`config.mk`:
```
export PLATFORM = sky130hd
export DESIGN_NAME = block_luma_sum
export DESIGN_NICKNAME = d
export VERILOG_FILES = /design/src/rtl/block_luma_sum.sv
export SDC_FILE = /design/constraint.sdc
export NUM_CORES = 2
export LEC_CHECK = 0
export CAP_MARGIN = 15
export CORE_UTILIZATION = 56
export CTS_BUF_LIST = sky130_fd_sc_hd__clkbuf_8
export CTS_CLUSTER_SIZE = 16
export DETAILED_ROUTE_END_ITERATION = 8
export GPL_TIMING_DRIVEN = 0
export PLACE_DENSITY = 0.72
export SLEW_MARGIN = 20
export SYNTH_ARGS = -nofsm -noshare
export SYNTH_HDL_FRONTEND = slang
export SYNTH_SLANG_ARGS = --single-unit
```
`constraint.sdc`:
```
create_clock -name clk -period 20.5 [get_ports clk]
set_input_delay 4.1 -clock clk [delete_from_list [all_inputs] [get_ports clk]]
set_output_delay 4.1 -clock clk [all_outputs]
set_load 0.005 [all_outputs]
```
`src/rtl/block_luma_sum.sv`:
```
// block_luma_sum: 5x5 block luminance sums (/4) over an RGB pixel stream, one sum strobe per completed block.
// Define BLOCK_LUMA_WEIGHTED_EN for weighted RGB luma; otherwise luma is the green channel.
module block_luma_sum #(
    parameter int FRAME_WIDTH     = 1120,
    parameter int BLOCKS_PER_LINE = FRAME_WIDTH / 5
) (
    input  logic        clk,
    input  logic        reset,
    input  logic [23:0] pix_data,
    input  logic        pix_valid,
    input  logic        pix_sof,
    input  logic        pix_sol,
    output logic [10:0] sum,
    output logic        sum_valid,
    output logic [7:0]  block_col,
    output logic [7:0]  block_row,
    output logic        new_frame
);
    localparam int XW = $clog2(FRAME_WIDTH + 1);
    localparam int CW = BLOCKS_PER_LINE > 1 ? $clog2(BLOCKS_PER_LINE) : 1;

    typedef enum logic {WAIT_SOF, ACTIVE} stateT;
    stateT state;

    logic [XW-1:0] x, curX;
    logic [2:0]    phase, curPhase, line, curLine;
    logic [7:0]    col, curCol, row, curRow;
    logic          accept;
    logic [7:0]    luma;

    logic          s1Valid, s1First, s1Last;
    logic [7:0]    s1Luma, s1Col, s1Row;
    logic [2:0]    s1Line;

    logic [10:0]   hsum, hNext;
    logic [12:0]   stored, total;
    logic [12:0]   partial [BLOCKS_PER_LINE];
    logic          blockDone;
    logic          unusedBits;

`ifdef BLOCK_LUMA_WEIGHTED_EN
    logic [15:0] weighted;
    assign weighted = 16'd77 * {8'd0, pix_data[23:16]} + 16'd150 * {8'd0, pix_data[15:8]}
                    + 16'd29 * {8'd0, pix_data[7:0]};
    assign luma = weighted[15:8];
    assign unusedBits = ^{weighted[7:0], total[1:0]};
`else
    assign luma = pix_data[15:8];
    assign unusedBits = ^{pix_data[23:16], pix_data[7:0], total[1:0]};
`endif

    // Coordinates of the pixel on the bus, after applying its start flags.
    always_comb begin
        curX     = (pix_sof || pix_sol) ? '0 : x;
        curPhase = (pix_sof || pix_sol) ? 3'd0 : phase;
        curCol   = (pix_sof || pix_sol) ? 8'd0 : col;
        curLine  = pix_sof ? 3'd0 : pix_sol ? (line == 3'd4 ? 3'd0 : line + 3'd1) : line;
        curRow   = pix_sof ? 8'd0 : (pix_sol && line == 3'd4) ? row + 8'd1 : row;
        accept   = pix_valid && (pix_sof || (state == ACTIVE && (pix_sol || x < XW'(FRAME_WIDTH))));
    end

    always_ff @(posedge clk) begin
        if (reset) begin
            state     <= WAIT_SOF;
            x         <= '0;
            phase     <= 3'd0;
            col       <= 8'd0;
            line      <= 3'd0;
            row       <= 8'd0;
            s1Valid   <= 1'b0;
            new_frame <= 1'b0;
        end else begin
            new_frame <= pix_valid && pix_sof;
            s1Valid   <= accept;
            if (pix_valid && pix_sof)
                state <= ACTIVE;
            if (accept) begin
                x     <= curX + XW'(1);
                phase <= curPhase == 3'd4 ? 3'd0 : curPhase + 3'd1;
                col   <= curPhase == 3'd4 ? curCol + 8'd1 : curCol;
                line  <= curLine;
                row   <= curRow;
            end
        end
    end

    always_ff @(posedge clk) begin
        if (accept) begin
            s1Luma  <= luma;
            s1First <= curPhase == 3'd0;
            s1Last  <= curPhase == 3'd4;
            s1Col   <= curCol;
            s1Line  <= curLine;
            s1Row   <= curRow;
        end
    end

    // A block column's horizontal run restarts on its first pixel, so aborted runs need no clearing.
    always_comb begin
        hNext     = s1First ? {3'd0, s1Luma} : hsum + {3'd0, s1Luma};
        stored    = partial[s1Col[CW-1:0]];
        total     = stored + {2'd0, hNext};
        blockDone = s1Valid && s1Last;
    end

    always_ff @(posedge clk) begin
        if (reset) begin
            hsum      <= 11'd0;
            sum       <= 11'd0;
            sum_valid <= 1'b0;
            block_col <= 8'd0;
            block_row <= 8'd0;
        end else begin
            sum_valid <= blockDone && s1Line == 3'd4;
            if (s1Valid)
                hsum <= hNext;
            if (blockDone && s1Line == 3'd4) begin
                sum       <= total[12:2];
                block_col <= s1Col;
                block_row <= s1Row;
            end
        end
    end

    always_ff @(posedge clk) begin
        if (blockDone && s1Line < 3'd4)
            partial[s1Col[CW-1:0]] <= s1Line == 3'd0 ? {2'd0, hNext} : total;
    end
endmodule

```
==> metrics.txt <==
Worst Setup End Kind=register; Core Box Area=0.208 sq mm; GPL Wtd Cong=0.991; layout cell share with drive strength beyond 1=33.6%; mean number of vias per cell=6.74; Slowest cell on crit path=clkbuf_1; worst slew pin tran=1.33 ns; Antenna Nets Post-Route=0; crit share post-route=47.2%; WP data required=21.48 ns; grt met3 use=9.49%; Area after DPL=0.127 sq mm; CTS Buf Count=470; Die X=461 um; register area share after synthesis=76.4%; status=finished clean; CTS tree=built; first-pass GRT wire length=464,000 um; Syn Nets=5,362; Chip Height=461 um; TritonRoute pass-1 iters=8; largest net degree at the start of global routing=42; Initial Util=56.6%; top cell type by total area after synthesis=edfxtp_1; Clock Skews=0.118 ns; clock root buffer=clkbuf_8; fmax=103 MHz; GR Util met2=47.4%; top cells by area, synth=edfxtp_1, mux4_2, dfxtp_1, nor2_1, mux2i_1; number of distinct library cells after synthesis=74; Hold WS=0.460 ns; Crit Path Category=register to register; hold depth=2; unrepaired setup endpoints after global routing=false; clk_lat worst skew=1.19 ns; Top Usage Layer GRT=met2; drt wl/cell=36.3 um; post-synth top area share=75.0%; final slew viol count=0; # resized after CTS=0; commonest non-fill, non-tap cells in the layout=edfxtp_1, mux4_2, clkbuf_8, nor2_2, nand2_1; P_leak=0.0427 uW; Max-slew headroom=11.5%; DRC Markers=0; Total GRT Usage=32.0%; yosys warns=0; Fillers=13,400; critical path launch point type=register; Die ar.=0.212 sq mm; Reg clk slew, reported paths=0.06 ns; FF-to-FF path depth=28; Post-Syn Area=0.118 sq mm; Total Wirelength=336,000 um; DR iter-0 viols=10,200; Cell Pwr Density=101 mW/mm^2; hold_buf cts=0; Post-synth EDFFs=2,941; endpoints failing setup=0; # Post-CTS Setup Buffers=0; async set-or-reset flop fraction in the synthesized netlist=0%; final hold violation count=0; WP data arrival=10.65 ns; CTS Buffer Depth=4; DP Wirelength=232,000 um; slowest stage delay, CP=0.83 ns; Synth Instances=5,305; Peak VDD IR=70.4 uV; # IOs=58; Tmin final=9.67 ns; post-layout instance area=0.135 sq mm; hold path startpoint=block_row[4]; Setup TNS Final=0 ns; Clock Sinks=3,024; Site Rows=167; Post-Syn Area per Cell=22.2 sq um; MaxCap Viol Count=0; commonest non-fill, non-tap cell in the layout=edfxtp_1; fin nets=6,153; Worst Path Max Fanout=14; Area growth syn-to-layout=14.7%; total global routing overflow=0; H-tree depth=5; Worst Hold End=block_row[4]; FF-to-FF End=partial[158][10]; vias in the first global route=60,500; prevailing post-synth register cell=edfxtp_1; CP dominant cell by count=buf_4; routed vias=62,300; r2r setup slk=10.83 ns; M1 GR Usage=44.1%; Hold Path Class=register to register; number of synthesized register bits=3,024; initial antenna violation count=16; port bufs=39
[state kept, by name, summed over array words and instances (netlist names), 3 cells and up, named ones only]
signal,count
s1Row,8
col,8
line,3
s1Luma,8
s1Line,3
block_row,8
s1Col,8
phase,3
row,8
hsum,11
x,11
sum,11
partial,2912
block_col,8
[how the worst max path moves through the flow]
stage          cells after the start  slack [ns]       from          endpoint
2_1_floorplan                     10        7.26  s1Luma[0]     partial[0][8]
6_report                          28       10.83   register  partial[158][10]
3_5_place_dp                      28       11.19   register  partial[157][10]
4_1_cts                           30       11.12   register  partial[157][10]
3_3_place_gp                      10       -3.50  s1Luma[0]   partial[158][8]
5_1_grt                           28       10.73   register  partial[157][10]
[per-layer routing]
metal  share of wire [%]  wire (um)
met3                  13      43600
met2                  45     152000
met1                  36     122000
met4                 5.5      18500
met5               0.020         68
[layout make-up]
cell class | instances | area (sq um) | share of cell area, %
Buffer | 307 | 1660 | 1.23
Antenna cell | 3 | 7.51 | 0.00555
Timing Repair Buffer | 319 | 4960 | 3.67
Clock inverter | 334 | 1440 | 1.06
Tap cell | 2788 | 3490 | 2.58
Multi-Input combinational cell | 1943 | 26800 | 19.9
Inverter | 31 | 116 | 0.0861
Sequential cell | 3024 | 90000 | 66.6
Clock buffer | 486 | 6690 | 4.95
[critical path, delay by kind of cell (launching register included)]
family                   cells  cell delay [ns]
buffers and inverters       14             4.49
multiplexers                 4             2.08
AO/OA/AOI/OAI                6             1.30
adder cells (fa/ha/maj)      2             0.70
flip-flops                   1             0.55
XOR/XNOR                     1             0.21
AND/OR/NAND/NOR              1             0.09
[cells in the mapped netlist (all sizes together), types with 20 or more instances]
cell type,count
a211oi,21
a21oi,69
buf,178
clkbuf,129
dfxtp,83
edfxtp,2941
ha,26
inv,30
mux2,20
mux2i,75
mux4,889
nand2,184
nand3,40
nor2,313
nor3,21
o21ai,35
xnor2,24
[report_power, final]
group / switching [uW] / total (uW) / leakage [uW] / internal, uW
Sequential: 6.01 / 7370 / 0.0272 / 7370
Clock: 2300 / 4510 / 0.00473 / 2210
Combinational: 1140 / 1750 / 0.0108 / 613
[kinds of logic after synthesis]
family / count (synthesis) / share of synthesized area, %
buffers and inverters: 338 / 1.46
xor gates and xnor gates: 33 / 0.245
DFF: 3024 / 76.4
adders and majority gates: 28 / 0.310
muxes: 984 / 17.8
and+or+nand+nor: 669 / 2.48
AOI/OAI and AO/OA: 229 / 1.32
[through the flow]
stage / cells / setup slack, ns / power [uW] / util, %
global placement: 8132 / -3.50 / 9510 / 58.5
detailed placement: 8412 / 11.19 / 9230 / 61.0
CTS: 9232 / 11.12 / 13600 / 64.9
floorplan: 5305 / 7.26 / 8590 / -
finish: 9235 / 10.83 / 13600 / 65.0
global route: 9233 / 10.73 / 14000 / 64.9
No activity file was read; power rests on OpenSTA's default activity.
